### src/rtl/tof_i2c_cmd_sequencer.sv
// Queues single-byte register writes for a ToF sensor and plays them out to an
// I2C master, retrying failed or timed-out attempts and aborting stickily.
module tof_i2c_cmd_sequencer #(
  parameter int FIFO_DEPTH = 16,
  parameter int MAX_RETRY  = 3,
  parameter int TIMEOUT    = 20000
) (
  input  logic                        clock,
  input  logic                        reset,
  input  logic                        cmd_valid,
  output logic                        cmd_ready,
  input  logic [15:0]                 cmd_reg_addr,
  input  logic [7:0]                  cmd_data,
  input  logic [6:0]                  dev_addr,
  input  logic                        i2c_ready,
  input  logic                        i2c_error,
  output logic [6:0]                  i2c_slave_adress,
  output logic [15:0]                 i2c_register_address,
  output logic [7:0]                  i2c_data,
  output logic                        i2c_is_read,
  output logic [9:0]                  i2c_nb_of_bytes,
  output logic                        i2c_start,
  output logic                        busy,
  output logic                        done,
  output logic                        error_out,
  output logic [$clog2(FIFO_DEPTH):0] fifo_count
);
  localparam int AW = $clog2(FIFO_DEPTH);
  localparam int TW = $clog2(TIMEOUT + 1);
  localparam int RW = $clog2(MAX_RETRY + 2);

  typedef enum logic [2:0] {IDLE, LAUNCH, WAIT_DONE, CHECK, ABORT} state_t;
  state_t state, state_next;

  logic [23:0]   mem [FIFO_DEPTH];
  logic [AW-1:0] wr_ptr, rd_ptr;
  logic [AW:0]   count;
  logic          push, pop, flush;
  logic          ready_q, rise, fail, tmo_hit;
  logic [TW-1:0] tcnt;
  logic [RW-1:0] retry;

  // Only a low->high transition of i2c_ready counts as completion.
  assign rise        = i2c_ready && !ready_q;
  assign tmo_hit     = (tcnt == TW'(TIMEOUT - 1));
  assign cmd_ready   = reset && (count != (AW+1)'(FIFO_DEPTH)) && !error_out;
  assign push        = cmd_valid && cmd_ready;
  assign pop         = (state == IDLE) && (count != '0);
  assign flush       = (state_next == ABORT);
  assign fifo_count  = count;
  assign i2c_is_read = 1'b0;
  assign i2c_nb_of_bytes = 10'd1;

  always_ff @(posedge clock) begin
    if (push) mem[wr_ptr] <= {cmd_reg_addr, cmd_data};
  end

  always_ff @(posedge clock or negedge reset) begin
    if (!reset) begin
      wr_ptr <= '0;
      rd_ptr <= '0;
      count  <= '0;
    end else if (flush) begin
      wr_ptr <= '0;
      rd_ptr <= '0;
      count  <= '0;
    end else begin
      if (push) wr_ptr <= wr_ptr + 1'b1;
      if (pop)  rd_ptr <= rd_ptr + 1'b1;
      case ({push, pop})
        2'b10:   count <= count + 1'b1;
        2'b01:   count <= count - 1'b1;
        default: ;
      endcase
    end
  end

  always_ff @(posedge clock or negedge reset) begin
    if (!reset) begin
      state                <= IDLE;
      ready_q              <= 1'b0;
      tcnt                 <= '0;
      retry                <= '0;
      fail                 <= 1'b0;
      i2c_slave_adress     <= '0;
      i2c_register_address <= '0;
      i2c_data             <= '0;
    end else begin
      state   <= state_next;
      ready_q <= i2c_ready;
      // Launch registers are only loaded on pop, so retries replay the same command.
      if (pop) begin
        {i2c_register_address, i2c_data} <= mem[rd_ptr];
        i2c_slave_adress                 <= dev_addr;
      end
      case (state)
        LAUNCH: tcnt <= '0;
        WAIT_DONE: begin
          if (rise)         fail <= i2c_error;
          else if (tmo_hit) fail <= 1'b1;
          else              tcnt <= tcnt + 1'b1;
        end
        CHECK: begin
          if (!fail)                          retry <= '0;
          else if (retry < RW'(MAX_RETRY))    retry <= retry + 1'b1;
        end
        default: ;
      endcase
    end
  end

  always_comb begin
    state_next = state;
    i2c_start  = 1'b0;
    busy       = 1'b0;
    done       = 1'b0;
    error_out  = 1'b0;
    case (state)
      IDLE: if (count != '0) state_next = LAUNCH;
      LAUNCH: begin
        i2c_start  = 1'b1;
        busy       = 1'b1;
        state_next = WAIT_DONE;
      end
      WAIT_DONE: begin
        busy = 1'b1;
        if (rise || tmo_hit) state_next = CHECK;
      end
      CHECK: begin
        busy = 1'b1;
        if (!fail) begin
          done       = 1'b1;
          state_next = IDLE;
        end else if (retry < RW'(MAX_RETRY)) begin
          state_next = LAUNCH;
        end else begin
          state_next = ABORT;
        end
      end
      ABORT:   error_out = 1'b1;
      default: state_next = IDLE;
    endcase
  end
endmodule
### config.mk
export PLATFORM = sky130hd
export DESIGN_NAME = tof_i2c_cmd_sequencer
export DESIGN_NICKNAME = d
export VERILOG_FILES = /design/src/rtl/tof_i2c_cmd_sequencer.sv
export SDC_FILE = /design/constraint.sdc
export NUM_CORES = 1
export LEC_CHECK = 0
export ABC_CLOCK_PERIOD_IN_PS = 6400
export CAP_MARGIN = 20
export CORE_AREA = 2 2 175 177
export DETAILED_ROUTE_END_ITERATION = 6
export DIE_AREA = 0 0 177 179
export GPL_ROUTABILITY_DRIVEN = 0
export HOLD_SLACK_MARGIN = 0.02
export PLACE_DENSITY = 0.77
export SYNTH_ARGS = -nofsm -noshare
export SYNTH_HDL_FRONTEND = slang
export SYNTH_SLANG_ARGS = --single-unit
### constraint.sdc
create_clock -name clock -period 6.4 [get_ports clock]
set_clock_uncertainty 0.15 [all_clocks]
set_input_delay 1.28 -clock clock [delete_from_list [all_inputs] [get_ports clock]]
set_output_delay 1.28 -clock clock [all_outputs]
set_load 0.01 [all_outputs]
==> impl_metrics.yaml, run 1 <==
cts:
  clockRootBuffer: "clkbuf_16"
  post_cts_buffers: 0
  cts.sinks: 451
  insertion_delay_ns: 0.55
  hold_buffers: 0
  cts_tree: "yes"
  post_cts_resized: 0
  clk_path_buf_depth: 3
  cts-buffers-inserted: 43
  path_clk_slew_ns: 0.06
  htreeDepth: 2
worst_setup_path:
  crit_type: "flop to output pin"
  end_kind: "output pin"
  cp.arrival_ns: 2.50
  cp-startpoint: "state[1]"
  worstReg2RegEnd: "fifo_count[4]"
  worstPathMaxFanout: 13
  r2r_slack_ns: 3.33
  cp.required_ns: 4.97
  start_kind: "flop"
  r2r_cells: 10
  rr_startpoint: "state[2]"
  crit_end: "i2c_start"
status:
  status: "completed"
timing:
  fmax_mhz: 255
  rsz0062_at_grt: "false"
  worst_pin_slew_ns: 0.981
  finalMaxSlewViolations: 0
  period_share_pct: 61.4
  post-route-min-period_ns: 3.93
  finalSetupViolCount: 0
  finalHoldViolCount: 0
  setup_tns_ns: 0
  max_slew_margin_pct: 34.6
  setup_ws_ns: 2.47
grt:
  track_usage_pct: 22.9
  antenna_found_initial: 0
  overflow: 0
  grt_first_pass_wirelength_um: 54100
  grt_pass1_vias: 9260
  grt_start_max_net_pins: 68
placed_design:
  place_area_sq_um: 18900
  place.detailed.hpwl_um: 18700
  place_ws_ns: 2.46
  port_buffers: 76
synthesis:
  syn-instance-count: 906
  synth_top_area_cell: "edfxtp_1"
  yosys-top-cells-area: "edfxtp_1 (65%), mux4_2 (12%), dfrtp_1 (9.5%)"
  synth_area_sq_um: 17700
  yosysMostFrequentCell: "edfxtp_1"
  syn-mean-instance-area_sq_um: 19.5
  synth-main-ff-cell: "edfxtp_1"
  async_flop_share_pct: 14.9
  synth_cell_types: 58
  ys_seq_area_share_pct: 74.6
  synth_top_area_share_pct: 65.1
  synthTopCellsByCount: "edfxtp_1 (384), mux4_2 (96), dfrtp_1 (67)"
  synth-seq-cells: 451
  yosysWarningCount: 0
  synth-edff-count: 384
flow_run:
  maxCapViolCount: 0
route:
  drcViolationCount: 0
  num_vias: 8855
  vias_per_cell: 6.18
  first_iter_violations: 886
  avgRoutedWirePerCell_um: 24.2
  first_pass_iters: 5
  wl_um: 34700
  ant_nets: 0
power:
  irDropWorstVdd_v: 0.000269
  p_leak_nw: 6.68
  power_density_nw_per_um2: 417
  power_mw: 8.48
final_layout:
  nets: 1050
  utilization_pct: 67.6
  drive_gt1_share_pct: 22.4
  syn_to_final_growth_pct: 14.7
  finish.instance_area_sq_um: 20300
  nFillCells: 1922
die:
  fp.dieArea_sq_um: 31700
  fp.dieH_um: 179
  die_w_um: 177
  num_rows: 64
  initial_core_util_pct: 58.9
  boundaryPins: 88
  core_sq_um: 30000
worst_hold_path:
  hold_path_class: "flop to flop"
  whs_path_depth: 1
## critical path, stage by stage, from the launching register on
cell,delay [ns]
dfrtp_1,0.45
nand2b_1,0.18
or2_2,0.39
inv_1,0.35
clkdlybuf4s50_1,0.61
## layer usage
| metal | vias up | wire (um) | global-route usage (%) |
|---|---|---|---|
| met5 | - | 0 | 0 |
| li1 | 3843 | - | - |
| met1 | 4628 | 14700 | 32.8 |
| met3 | 59 | 2050 | 3.37 |
| met4 | 0 | 757 | 6.78 |
| met2 | 325 | 17200 | 37.2 |
## logic make-up (layout without fill, tap and decap cells)
family,count (synthesis),count (layout),share of synthesized area (%)
buffers and inverters,76,197,2.03
AOI/OAI and AO/OA,99,99,3.55
adders and majority gates,11,11,0.820
DFF,451,451,74.6
muxes,133,133,14.5
and+or+nand+nor,118,118,3.61
other,2,12,0.0424
xor gates and xnor gates,16,16,0.792
## where the power goes
group	internal, mW	switching [mW]
clock	1.43	1.04
combinational	1.15	1.12
sequential	3.47	0.268
## stage by stage
stage               std cells  hold slack (ns)
global placement         1354            0.339
global route             1432            0.362
detailed placement       1354            0.341
finish                   1433            0.354
floorplan                 915            0.315
CTS                      1432            0.349
## placed cells by master (no fill, tap or decap), types with 3 or more instances in the layout
| cell type | count |
|---|---|
| edfxtp_1 | 384 |
| mux4_2 | 96 |
| clkdlybuf4s50_1 | 75 |
| dfrtp_1 | 65 |
| o22ai_1 | 48 |
| clkbuf_16 | 43 |
| nor2_1 | 33 |
| mux2_2 | 31 |
| a21oi_1 | 30 |
| buf_4 | 27 |
| nand2_1 | 20 |
| inv_1 | 17 |
| clkbuf_1 | 16 |
| xnor2_1 | 11 |
| conb_1 | 11 |
| ha_1 | 10 |
| and2_1 | 9 |
| nand2b_1 | 7 |
| clkinv_2 | 6 |
| nor3_1 | 5 |
| xor2_1 | 5 |
| nor3b_1 | 4 |
| or4_1 | 4 |
| nand4_1 | 4 |
| nor2_2 | 4 |
| nor3_2 | 4 |
| mux2i_1 | 4 |
| bufinv_16 | 4 |
| and3_1 | 3 |
| o21ai_0 | 3 |
| nor4_1 | 3 |
| clkinv_1 | 3 |
## registers in the layout, indices dropped and copies added (netlist names)
signal,flops
i2c_slave_adress,7
fifo_count,5
i2c_register_address,16
mem,384
i2c_data,8
fail,1
state,3
wr_ptr,4
tcnt,15
retry,3
ready_q,1
rd_ptr,4
## worst min-delay path by stage
stage                                    from                   to  slack (ns)
after detailed placement              tcnt[4]              tcnt[4]        0.34
after global placement    i2c_slave_adress[2]  i2c_slave_adress[2]        0.34
after CTS                             tcnt[4]              tcnt[4]        0.35
final                     i2c_slave_adress[1]  i2c_slave_adress[1]        0.35
after floorplan                       tcnt[4]              tcnt[4]        0.31
after global routing      i2c_slave_adress[0]  i2c_slave_adress[0]        0.36
## area by class of cell
type | instances | area [sq um] | area share (%)
sequential | 451 | 13200 | 65.1
antenna | 1 | 2.50 | 0.0123
multi-input combinational | 388 | 4210 | 20.7
inverter | 17 | 63.8 | 0.314
tap | 396 | 495 | 2.44
clock buffer | 61 | 1160 | 5.73
clock inverter | 17 | 206 | 1.02
timing repair buffer | 102 | 953 | 4.69
Note: power is estimated with default switching activity, not from simulation.
==> run 2: changes to the inputs <==
- ABC_CLOCK_PERIOD_IN_PS: 6400 -> 3550
- CORE_AREA: 2 2 175 177 -> 2 2 185 187
- DIE_AREA: 0 0 177 179 -> 0 0 187 189
- PLACE_DENSITY: 0.77 -> 0.73
- clock period: 6.4 -> 3.55 ns (I/O delays scaled with it)
==> run 2 against run 1 <==
Compared with the run above:
- via count fell by 1.1%
- count of clock-buffer cells in the layout rose by 5
- sequential share of layout area fell by 1.5 points
- sequential power rose by 80%
- critical path depth did not move
- utilization fell by 5.2 points
- power rose by 89%
- cell area rose by 2.3%
==> impl_metrics.yaml, run 2 (synthesis results as in run 1) <==
status:
  status: "completed"
die:
  boundaryPins: 88
  num_rows: 67
  core_sq_um: 33300
  initial_core_util_pct: 53.2
  die_w_um: 187
  fp.dieH_um: 189
  fp.dieArea_sq_um: 35300
timing:
  finalMaxSlewViolations: 0
  fmax_mhz: 294
  max_slew_margin_pct: 41.0
  worst_pin_slew_ns: 0.883
  period_share_pct: 95.8
  post-route-min-period_ns: 3.40
  finalHoldViolCount: 0
  finalSetupViolCount: 0
  rsz0062_at_grt: "false"
  setup_tns_ns: 0
cts:
  htreeDepth: 2
  insertion_delay_ns: 0.55
  cts-buffers-inserted: 45
  clockRootBuffer: "clkbuf_16"
  cts.sinks: 451
  post_cts_resized: 0
  clk_path_buf_depth: 3
  cts_tree: "yes"
  path_clk_slew_ns: 0.06
worst_setup_path:
  end_kind: "output pin"
  worstPathMaxFanout: 13
  cp.required_ns: 2.69
  start_kind: "flop"
  crit_type: "flop to output pin"
  cp.arrival_ns: 2.54
placed_design:
  port_buffers: 76
  place.detailed.hpwl_um: 19600
final_layout:
  drive_gt1_share_pct: 24.2
  mostFrequentLayoutCell: "edfxtp_1"
  syn_to_final_growth_pct: 17.4
  layout_common_cells: "edfxtp_1 (384), mux4_2 (96), clkdlybuf4s50_1 (75)"
  largest_reg_flops: 384
  regMostFlops: "mem"
  multiInputGateArea_sq_um: 4210
  diodes: 0
  seqCellArea_sq_um: 13200
  nets: 1063
  reg.largest.list: "mem x384, i2c_register_address x16, tcnt x15"
  nFillCells: 2291
route:
  avgRoutedWirePerCell_um: 22.9
  first_iter_violations: 600
  num_vias: 8757
  ant_nets: 0
  first_pass_iters: 5
  wl_um: 34400
  vias_per_cell: 5.83
  drcViolationCount: 0
power:
  power_density_nw_per_um2: 771
  p_leak_nw: 6.89
  irDropWorstVdd_v: 0.000716
  power_mw: 16.0
grt:
  grt_pass1_vias: 9283
  grt_util_met2_pct: 34.5
  grt.met1_usage_pct: 27.6
  grt_start_max_net_pins: 65
  overflow: 0
  grt_first_pass_wirelength_um: 54300
  track_usage_pct: 20.2
  grt-busiest-layer: "met2"
  antenna_found_initial: 0
  use_met3_pct: 2.84
worst_hold_path:
  hold_path_class: "flop to flop"
flow_run:
  maxCapViolCount: 0
## run 2: cell count changes in the layout (fill, tap and decap cells not counted), moves of 2 or more
cell | before | now
clkbuf_8 | 2 | 9
buf_4 | 27 | 33
clkbuf_1 | 16 | 11
buf_12 | 0 | 4
bufinv_16 | 4 | 8
clkbuf_16 | 43 | 46
clkinv_1 | 3 | 1
clkinv_2 | 6 | 4
## run 2: worst max-delay path: stages, from the launching register on
cell and delay, ns:
dfrtp_1 0.45, nand2b_1 0.19, or2_2 0.39, inv_1 0.35, clkdlybuf4s50_1 0.61
## run 2: path summary, 6_finish.rpt
check / slack (ns) / endpoint / depth (start not counted) / from
min reg2reg: 0.35 / i2c_slave_adress[3] / 1 / i2c_slave_adress[3]
max in group asynchronous: 1.76 / rd_ptr[3] / 3 / reset
min in group asynchronous: 0.40 / retry[2] / 2 / reset
max reg2reg: 0.78 / fifo_count[4] / 9 / fifo_count[1]
min: 0.35 / i2c_slave_adress[3] / 1 / i2c_slave_adress[3]
max: 0.15 / i2c_start / 4 / state[1]
## run 2: timing repair
item,CTS,global route
hold buffers,1,0
buffers inserted,0,0
hold endpoints to repair,12,0
## run 2: layer usage
metal	part of all wire, %	routed length, um	vias to the layer above
met4	1.9	640	0
li1	-	-	3879
met5	0	0	-
met3	5.3	1810	53
met1	42	14500	4547
met2	51	17400	278
## run 2: area by class of cell
| cell class | instances | share of cell area [%] |
|---|---|---|
| inverter | 17 | 0.307 |
| multi-input combinational | 388 | 20.3 |
| tap | 448 | 2.70 |
| clock inverter | 18 | 1.55 |
| clock buffer | 66 | 6.34 |
| sequential | 451 | 63.6 |
| timing repair buffer | 113 | 5.24 |
## run 2: power by group
group | leakage (nW) | switching (mW) | internal (mW)
Sequential | 4.26 | 0.463 | 6.25
Clock | 0.801 | 1.95 | 3.17
Combinational | 1.83 | 2.04 | 2.14
Total | 6.89 | 4.46 | 11.6
## run 2: per-stage QoR
step                worst slack, ns  area, sq um  util, %  instances  hold slack, ns
floorplan                    -0.140        17700        -        915           0.264
global placement              0.606        19100     57.5       1416           0.338
detailed placement            0.593        19100     57.5       1416           0.344
CTS                           0.144        20800     62.4       1501           0.358
global route                 0.0695        20800     62.4       1501           0.385
finish                        0.149        20800     62.4       1501           0.353
